File: src/rtl/tdm_pkg.sv
// tdm_pkg: shared types and constants for the tdm_demux4 receive path.
//   state_t : framing FSM state (HUNT while searching, LOCKED once aligned)
//   slot_t  : TDM slot index, a..d in the order the select codes s1s0 name them
//   NUM_SLOTS : number of interleaved channels per frame
package tdm_pkg;

  localparam int NUM_SLOTS = 4;

  typedef enum logic {
    HUNT   = 1'b0,
    LOCKED = 1'b1
  } state_t;

  typedef enum logic [1:0] {
    SLOT_A = 2'd0,
    SLOT_B = 2'd1,
    SLOT_C = 2'd2,
    SLOT_D = 2'd3
  } slot_t;

endpackage

File: src/rtl/tdm_chan_shifter.sv
// tdm_chan_shifter: one channel's W-bit word assembler (shift left, MSB first).
//   clk : rising-edge clock
//   clr : synchronous clear; when en is also high the incoming bit becomes
//         the first bit of a fresh word
//   en  : shift d into the LSB this cycle
//   d   : serial data bit
//   nxt : the value the register takes at the next edge; the top level loads
//         its output words from this, so the completing bit is included
module tdm_chan_shifter #(
  parameter int W = 8
) (
  input  logic         clk,
  input  logic         clr,
  input  logic         en,
  input  logic         d,
  output logic [W-1:0] nxt
);

  logic [W-1:0] q;

  always_comb begin
    nxt = q;
    if (clr) begin
      nxt = en ? {{(W-1){1'b0}}, d} : '0;
    end else if (en) begin
      nxt = {q[W-2:0], d};
    end
  end

  always_ff @(posedge clk) begin
    q <= nxt;
  end

endmodule

File: src/rtl/tdm_demux4.sv
// tdm_demux4: four-channel TDM demultiplexer. Aligns a serial one-bit-per-slot
// stream (slot order a, b, c, d) to a frame marker and reassembles each
// channel into W-bit words, presented together with a one-cycle strobe.
//
// Ports:
//   clk, rst            : clock, synchronous active-high reset
//   din, din_valid      : serial data bit and its beat qualifier
//   frame_sync          : marks the slot-a beat (only meaningful with din_valid)
//   out_a..out_d        : reassembled words, held until the next completion
//   out_valid           : one-cycle pulse when all four words update
//   slot                : slot the next valid beat is assigned to
//   locked              : framing FSM is in LOCKED
//   sync_err            : one-cycle pulse on a misaligned frame_sync
//
// Build option: define TDM_DEMUX_SYNC_CHECK_EN to realign on a frame_sync seen
// off slot a while LOCKED (pulsing sync_err). Without it, frame_sync is ignored
// once LOCKED and sync_err is constant 0.
//
// Handshake: a beat is transferred on every rising edge where din_valid is
// high; there is no back-pressure. out_valid is a strobe, not a handshake.
module tdm_demux4
  import tdm_pkg::*;
#(
  parameter int W = 8
) (
  input  logic         clk,
  input  logic         rst,
  input  logic         din,
  input  logic         din_valid,
  input  logic         frame_sync,
  output logic [W-1:0] out_a,
  output logic [W-1:0] out_b,
  output logic [W-1:0] out_c,
  output logic [W-1:0] out_d,
  output logic         out_valid,
  output logic [1:0]   slot,
  output logic         locked,
  output logic         sync_err
);

  localparam int FW = $clog2(W);

  state_t                 state;
  slot_t                  slot_q;
  logic [FW-1:0]          frame_q;

  logic                   accept;
  logic                   realign;
  logic                   complete;
  slot_t                  eff_slot;
  logic [NUM_SLOTS-1:0]   sel;
  logic [W-1:0]           sh_nxt [NUM_SLOTS];

`ifdef TDM_DEMUX_SYNC_CHECK_EN
  assign realign = din_valid & frame_sync & (state == LOCKED) & (slot_q != SLOT_A);
`else
  assign realign = 1'b0;
`endif

  // In HUNT only the marked beat is taken; in LOCKED every valid beat is.
  assign accept   = din_valid & ((state == LOCKED) | frame_sync);
  // A realigning beat is treated as slot a regardless of the running count.
  // In HUNT slot_q is always SLOT_A, so the sync beat also lands in slot a.
  assign eff_slot = realign ? SLOT_A : slot_q;
  assign sel      = accept ? (NUM_SLOTS'(1) << eff_slot) : '0;
  assign complete = accept & (eff_slot == SLOT_D) & (frame_q == FW'(W - 1));

  for (genvar i = 0; i < NUM_SLOTS; i++) begin : g_chan
    tdm_chan_shifter #(.W(W)) u_shifter (
      .clk (clk),
      .clr (rst | realign),
      .en  (sel[i]),
      .d   (din),
      .nxt (sh_nxt[i])
    );
  end

  always_ff @(posedge clk) begin
    if (rst) begin
      state     <= HUNT;
      slot_q    <= SLOT_A;
      frame_q   <= '0;
      out_a     <= '0;
      out_b     <= '0;
      out_c     <= '0;
      out_d     <= '0;
      out_valid <= 1'b0;
    end else begin
      out_valid <= complete;
      if (accept) begin
        state  <= LOCKED;
        slot_q <= slot_t'(2'(eff_slot + 2'd1));
        if (realign || complete) begin
          frame_q <= '0;
        end else if (eff_slot == SLOT_D) begin
          frame_q <= frame_q + 1'b1;
        end
        if (complete) begin
          out_a <= sh_nxt[0];
          out_b <= sh_nxt[1];
          out_c <= sh_nxt[2];
          out_d <= sh_nxt[3];
        end
      end
    end
  end

`ifdef TDM_DEMUX_SYNC_CHECK_EN
  always_ff @(posedge clk) begin
    if (rst) begin
      sync_err <= 1'b0;
    end else begin
      sync_err <= realign;
    end
  end
`else
  assign sync_err = 1'b0;
`endif

  assign slot   = slot_q;
  assign locked = (state == LOCKED);

endmodule

File: config.mk
export PLATFORM = sky130hd
export DESIGN_NAME = tdm_demux4
export DESIGN_NICKNAME = d
export VERILOG_FILES = /design/src/rtl/tdm_pkg.sv /design/src/rtl/tdm_chan_shifter.sv /design/src/rtl/tdm_demux4.sv
export SDC_FILE = /design/constraint.sdc
export NUM_CORES = 1
export LEC_CHECK = 0
export CORE_MARGIN = 2
export CORE_UTILIZATION = 55
export CTS_BUF_LIST = sky130_fd_sc_hd__clkbuf_4
export CTS_CLUSTER_SIZE = 10
export DETAILED_ROUTE_END_ITERATION = 12
export PLACE_DENSITY = 0.84
export SLEW_MARGIN = 20
export SYNTH_ARGS = -nofsm -noshare
export SYNTH_HDL_FRONTEND = slang
export SYNTH_SLANG_ARGS = --single-unit
File: constraint.sdc
create_clock -name clk -period 1.6 [get_ports clk]
set_input_delay 0.32 -clock clk [delete_from_list [all_inputs] [get_ports clk]]
set_output_delay 0.32 -clock clk [all_outputs]
set_load 0.01 [all_outputs]
==> results of run 1 <==
## per-layer routing
metal | track usage | vias to the layer above | wire [um]
met1 | 0.2278 | 984 | 2514
met5 | 0 | - | 0
met4 | 0.06263 | 0 | 66
met2 | 0.3552 | 55 | 3182
met3 | 0.07270 | 8 | 291
li1 | - | 1005 | -
## cell type report
cell class / instances / area (um^2) / area share
Clock buffer: 9 / 67.56 / 0.01880
Tap cell: 67 / 83.83 / 0.02332
Inverter: 3 / 11.26 / 0.003133
Clock inverter: 7 / 145.1 / 0.04038
Timing Repair Buffer: 67 / 658.1 / 0.1831
Multi-Input combinational cell: 168 / 1219 / 0.3390
Sequential cell: 70 / 1410 / 0.3923
## flip-flops by register name, summed over array words and instances, names as in the netlist
name,cells
locked,1
out_c,8
out_valid,1
slot,2
out_b,8
g_chan.u_shifter.q,31
out_a,8
out_d,8
frame_q,3
## cells in the final DEF (no fill, tap or decap), types with 2 or more instances in the layout
cell                              count
sky130_fd_sc_hd__a21oi_2              2
sky130_fd_sc_hd__or2_2                3
sky130_fd_sc_hd__nand2_1             21
sky130_fd_sc_hd__o211ai_4             3
sky130_fd_sc_hd__buf_4               19
sky130_fd_sc_hd__dfxtp_2              4
sky130_fd_sc_hd__clkbuf_16            2
sky130_fd_sc_hd__ha_1                 6
sky130_fd_sc_hd__dlygate4sd2_1       35
sky130_fd_sc_hd__a311oi_2             3
sky130_fd_sc_hd__o21ai_0              5
sky130_fd_sc_hd__nor2_1              56
sky130_fd_sc_hd__a211oi_2            20
sky130_fd_sc_hd__inv_1                3
sky130_fd_sc_hd__clkbuf_4             9
sky130_fd_sc_hd__dfxtp_1             65
sky130_fd_sc_hd__bufinv_16            4
sky130_fd_sc_hd__buf_12               5
sky130_fd_sc_hd__a21oi_1              9
sky130_fd_sc_hd__clkdlybuf4s50_1      3
sky130_fd_sc_hd__mux2i_1             29
## cell families after synthesis
family,after synthesis,share of synthesized area
XOR/XNOR,1,0.003261
adder cells (fa/ha/maj),7,0.03260
flip-flops,70,0.5217
other,1,0.001396
AO/OA/AOI/OAI,47,0.1607
multiplexers,29,0.1081
buffers and inverters,21,0.04937
AND/OR/NAND/NOR,83,0.1230
## report_power, final
part / leakage [nW] / internal (mW) / switching [mW]
clock network: 0.107 / 0.956 / 0.660
registers: 0.567 / 1.76 / 0.0137
logic: 0.986 / 0.0719 / 0.105
## stage by stage
stage / hold slack, ps / utilization / TNS, ps
2_1_floorplan: 431.5 / - / 0
3_3_place_gp: 441.7 / 0.6834 / -10960
3_5_place_dp: 446.1 / 0.6834 / -12370
4_1_cts: 286.9 / 0.7205 / 0
5_1_grt: 324.8 / 0.7611 / -718.8
6_report: 329.7 / 0.7611 / -77.58
## repair_timing
item | in CTS | in global routing
cloned | 0 | 2
buffers inserted | 0 | 9
pin swaps | 0 | 4
setup endpoints to repair | 35 | 25
resized for setup | 39 | 19
hold buffers | 0 | 0
## worst reg2reg max path, cell delays in order (launching register included)
cell                       delay [ps]
sky130_fd_sc_hd__dfxtp_2          350
sky130_fd_sc_hd__ha_1             200
sky130_fd_sc_hd__ha_2             180
sky130_fd_sc_hd__o2111a_2         140
sky130_fd_sc_hd__buf_4            160
sky130_fd_sc_hd__or3b_1           410
sky130_fd_sc_hd__a21oi_2          150
## final timing paths
path               from                  endpoint  slack (ps)  depth (start not counted)
max          frame_q[0]                frame_q[2]         -50                          6
min reg2reg    out_d[5]                  out_d[5]         460                          2
max reg2reg  frame_q[0]                frame_q[2]         -50                          6
min                 rst  g_chan[1].u_shifter.q[4]         330                          2
==> impl_results.md, run 1 <==
- Outcome: complete, but fails checks
- Violated checks: negative setup slack
- Chip width: 73.89 um
- Yosys top cell by area: sky130_fd_sc_hd__dfxtp_1
- Cell types with the largest area share after synthesis: sky130_fd_sc_hd__dfxtp_1 (52%), sky130_fd_sc_hd__mux2i_1 (11%), sky130_fd_sc_hd__nor2_1 (7.8%)
- CP Launch Type: flip-flop
- Slowest cell on the critical path: sky130_fd_sc_hd__or3b_1
- Worst IR Drop VDD: approximately 0.91 mV
- Post-synthesis instance total: about 260
- Top Family by Delay on Critical Path: simple AND/OR/NAND/NOR gates
- Final slew viol count: 0
- Peak fanout along the critical path: 4
- GRT overflow: 0
- Vias in the first global route: between 1.5k and 2k
- First-pass GRT wire length: 8487 um
- Netlist Area Pre-Place: ~2700 um^2
- Power per cell area: around 990 nW/um^2
- Total placed instance area: 3228 um^2
- Effective utilization at floorplan: 0.5687
- Vias after detailed routing: about 2k
- Register bit count reported by yosys: 70
- Total Wirelength: between 6000 and 7000 um
- Post-DP HPWL: between 3000 and 4000 um
- Fraction of synthesized cell area taken by the top area cell type: 0.5217
- CTS Sinks: 70
- Series of cell instances along the critical path: ha_1, ha_2, o2111a_2, buf_4, or3b_1, a21oi_2
- Maximum number of pins on one net before global-route repair: 27
- Worst-Skew Late Latency: 410 ps
- Data required time of the critical path: a little under 2000 ps
- Final Hold Vio Count: 0
- CTS Buf Count: 9
- Number of nets produced by synthesis: about 270
- Ys async rst share: 0
- Via-per-instance ratio: 5.248
- Overall fraction of global-route tracks in use: 0.2023
- Number of DRC violations after detailed-routing iteration 0: 86
- Clk slew on worst S/H paths: around 120 ps
- Die outline height: approximately 74 um
- Mean Syn Cell Area: 10.37 um^2
- Crit path buffers/inverters: 1
- Buffers on Ports: 40
- Total number of nets in the final design: between 300 and 400
- Share of synthesized area occupied by flip-flops and latches: 0.5217
- Post-layout minimum cycle time: ~1600 ps
- Min-Delay Path Class: in2reg
- Floorplan die area: roughly 5500 um^2
- Placed cell count: about 360
- Cell at the root of the clock tree: sky130_fd_sc_hd__clkbuf_4
- Endpoint type of the worst setup path: flip-flop
- Non-filler cells in the finished layout: approximately 400
- Area of all placed cells without fillers: 3595 um^2
- Total power draw: roughly 3.6 mW
- Placer Congestion: around 0.77
- Leakage power: 1.659 nW
- Cell variety after synth: 26
- Minimum setup slack after placement: -264.1 ps
- Critical setup path kind: reg2reg
- Total number of yosys warnings: 0
- Number of antenna violations at the first check in global routing: 0
- Largest incremental delay on the critical path: about 410 ps
- H-tree levels: 3
- Maximum number of buffers from clock root to sink: 2
- Main flop type after synthesis: sky130_fd_sc_hd__dfxtp_1
- Core region area: approximately 4700 um^2
- Remaining DRCs: 0
- Proportion of layout cells with a drive suffix above 1: 0.2562
- Highest clock rate: slightly above 0.6 GHz
- Final routed wire length divided by cell count: roughly 15 um
- Count leader, synth: sky130_fd_sc_hd__dfxtp_1
- Final worst clock skew: ~14 ps
- Final setup viols: 4
- Max Cap Viol: 0
- Area Growth Syn to Fin: 33.81%
- Worst-case setup margin in the final layout: -47.32 ps
- Number of nets still failing antenna checks after routing: 0
- Number of flops mapped to enable cells by yosys: 0
- Filler instances: around 310
- CTS tree: built
- Synth cell count leaders: sky130_fd_sc_hd__dfxtp_1 (70), sky130_fd_sc_hd__nor2_1 (56), sky130_fd_sc_hd__mux2i_1 (29)
- Arrival time at the worst endpoint: approximately 2000 ps
- TritonRoute pass-1 iters: 4
- I/O pin cnt: 42
- Share of the cycle needed by the critical path after routing: 1.030
- Antenna diode count: 0
- Row Count: 25
- RSZ-0062 raised after global routing: yes
Note: power is estimated with default switching activity, not from simulation.
==> run 2: changes to the inputs <==
Settings changed: CORE_MARGIN 2 to 1.5.
==> run 2 against run 1 <==
  * The flow now finishes without violations
  * Design area shrank 3.2%
  * Fmax grew 4.6%
  * Register-to-register slack gained 70 ps
  * Clock skew grew 3.2 ps
  * Combinational power shrank 3%
  * Cell count shrank 1.8%
  * Core utilization shrank 2.4 points
  * Total power shrank 10%
  * Flip-flop and latch count is the same
  * Count of clock-buffer cells in the layout is the same
  * Critical path type unchanged
  * Largest power group unchanged
==> impl_results.md, run 2 (same netlist as run 1, synthesis figures left out) <==
- Outcome: complete, no violations
- Final Hold Vio Count: 0 (unchanged)
- Arrival time at the worst endpoint: 1910 ps (-80 ps)
- Final worst clock skew: 17.15 ps (+3.206 ps)
- Flip-flop count of the largest register, all copies and words added: 31 (unchanged)
- Maximum number of pins on one net before global-route repair: 45 (+67%)
- Antenna diode count: 0 (unchanged)
- End of the worst register-to-register path: out_c[2]
- Row Count: 25 (unchanged)
- Top library cells by usage in the layout, fill and taps aside: sky130_fd_sc_hd__dfxtp_1 (65), sky130_fd_sc_hd__nor2_1 (56), sky130_fd_sc_hd__dlygate4sd2_1 (35)
- Clk slew on worst S/H paths: 120 ps (about the same)
- Launch point of the worst reg-to-reg path: frame_q[0]
- Flop2flop setup slack: 30 ps (+70 ps)
- Vias after detailed routing: 1979 (-3.6%)
- Endpoint of the worst hold path: g_chan[3].u_shifter.q[2]
- Cell at the root of the clock tree: sky130_fd_sc_hd__clkbuf_4
- Most frequent standard cell in the layout excluding fill and tap cells: sky130_fd_sc_hd__dfxtp_1
- First-pass GRT wire length: 8342 um (-1.7%)
- Total power draw: 3.193 mW (-10%)
- Area of all placed cells without fillers: 3481 um^2 (-3.2%)
- Number of nets still failing antenna checks after routing: 0 (unchanged)
- Worst IR Drop VDD: 0.6556 mV (-28%)
- CTS Sinks: 70 (unchanged)
- Switching part of the total: 0.2328 (+0.01412)
- Filler instances: 351 (+13%)
- Via-per-instance ratio: 5.154 (-1.8%)
- Most Frequent Cell on Critical Path: sky130_fd_sc_hd__ha_4
- Die outline height: 72.89 um (-1.4%)
- Series of cell instances along the critical path: ha_4, ha_4, o2111a_2, buf_6, nor2_1, a211oi_2
- Overall fraction of global-route tracks in use: 0.2076 (+0.005321)
- Endpoint type of the worst setup path: flip-flop
- Depth of the worst hold-timing path: 3 (+1)
- Effective utilization at floorplan: 0.5687 (unchanged)
- Sequential group share of total power: 0.553 (+0.056)
- Proportion of layout cells with a drive suffix above 1: 0.2050 (-0.05113)
- Vias in the first global route: 1890 (-1.3%)
- RSZ-0062 raised after global routing: yes
- Final slew viol count: 0 (unchanged)
- Number of DRC violations after detailed-routing iteration 0: 135 (+57%)
- Register ranked first by flip-flop count: g_chan.u_shifter.q
- Share of the cycle needed by the critical path after routing: 0.9842 (-0.04539)
- Largest incremental delay on the critical path: 380 ps (-30 ps)
- CTS tree: built
- Share of total power in combinational logic: 0.054 (+0.004)
- H-tree levels: 3 (unchanged)
- Maximum number of buffers from clock root to sink: 2 (unchanged)
- Power per cell area: 917.4 nW/um^2 (-7.4%)
- Remaining DRCs: 0 (unchanged)
- Max Cap Viol: 0 (unchanged)
- TritonRoute pass-1 iters: 4 (unchanged)
- Final routed wire length divided by cell count: 13.53 um (-13%)
- Internal power summed over all cells: 2.450 mW (-12%)
- Part of the power in the clock network: 0.393 (-0.061)
- I/O pin cnt: 42 (unchanged)
- Worst-Skew Late Latency: 420 ps (about the same)
- Smallest hold slack: 337.3 ps (+7.540 ps)
- Leakage power: 1.579 nW (-4.9%)
- CTS Buf Count: 9 (unchanged)
- Floorplan die area: 5312 um^2 (-2.7%)
- CP Launch Type: flip-flop
- Critical setup path kind: reg2reg
- Core utilization of the finished layout: 0.7370 (-0.02411)
- Hold-fix buffer count after cts: 0 (unchanged)
- Total number of nets in the final design: 324 (-2.1%)
- Slowest cell on the critical path: sky130_fd_sc_hd__dfxtp_4
- Beginning of the worst hold path: rst
- Length in cells of the worst reg-to-reg path: 6 (unchanged)
- Highest clock rate: 0.6350 GHz (+4.6%)
- Core region area: 4723 um^2 (unchanged)
- Peak fanout along the critical path: 14 (+10)
- GRT overflow: 0 (unchanged)
- Min-Delay Path Class: in2reg
- Final setup viols: 0 (-4)
- Area Growth Syn to Fin: 29.58%
- Post-layout minimum cycle time: 1575 ps (-72.62 ps)
- Switch Pwr: 0.7435 mW (-4.6%)
- Post-DP HPWL: 3192 um (-7.4%)
- Buffers on Ports: 40 (unchanged)
- Total placed instance area: 3201 um^2 (-0.85%)
- Data required time of the critical path: 1940 ps (about the same)
- Total Wirelength: 5195 um (-14%)
- Chip width: 72.89 um (-1.4%)
- Number of antenna violations at the first check in global routing: 0 (unchanged)
- Placer Congestion: 0.7322 (-4.3%)
run 2: what timing repair did:
| action | CTS | global route |
|---|---|---|
| endpoints found under the setup margin | 36 | 22 |
| setup buffers | 0 | 3 |
| gates cloned | 0 | 3 |
| pin swaps | 0 | 3 |
| gates resized for setup | 38 | 17 |
run 2: worst max path at each step:
stage	end	startpoint	slack, ps	depth (start not counted)
final	out_c[2]	frame_q[0]	30	6
after detailed placement	out_c[2]	frame_sync	-280	6
after global placement	out_c[2]	frame_sync	-230	5
after global routing	out_c[2]	frame_q[0]	-40	6
after floorplan	out_b[1]	slot[1]	150	6
after CTS	out_c[2]	frame_q[0]	-3	6
run 2: final cells by class:
class | count | area (um^2) | share of cell area
flip-flops and latches | 70 | 1410 | 0.4051
multi-input cells | 169 | 1206 | 0.3465
repair buffers | 59 | 614.3 | 0.1765
clock inverters | 7 | 87.58 | 0.02516
well taps | 67 | 83.83 | 0.02408
clock buffers | 9 | 67.56 | 0.01941
inverters | 3 | 11.26 | 0.003235
run 2: power by group through the flow:
| stage | logic (mW) | registers [mW] | clock network, mW |
|---|---|---|---|
| after floorplan | 0.115 | 1.81 | 0 |
| after global placement | 0.167 | 1.81 | 0 |
| after detailed placement | 0.171 | 1.81 | 0 |
| after CTS | 0.167 | 1.77 | 1.27 |
| after global routing | 0.187 | 1.77 | 1.35 |
| final | 0.172 | 1.77 | 1.25 |
run 2: layer usage:
metal	global-route usage	part of all wire	wire length, um	vias up
li1	-	-	-	997
met1	0.2443	0.46	2407	934
met2	0.3425	0.47	2459	39
met3	0.07459	0.044	229	9
met4	0.08805	0.019	99	0
met5	0	0	0	-
run 2: through the flow:
stage,worst slack (ps),std cells,TNS [ps]
2_1_floorplan,150.8,259,0
3_3_place_gp,-234.6,362,-9368
3_5_place_dp,-275.7,362,-11310
4_1_cts,-2.606,378,-2.606
5_1_grt,-44.87,384,-416.7
6_report,25.31,384,0
run 2: worst max-delay path, delay by kind of cell, from the launching register on:
family | cells | cell delay, ps
simple gates | 1 | 80
flops | 1 | 380
compound gates | 2 | 560
buf+inv | 1 | 220
fa+ha+maj | 2 | 250
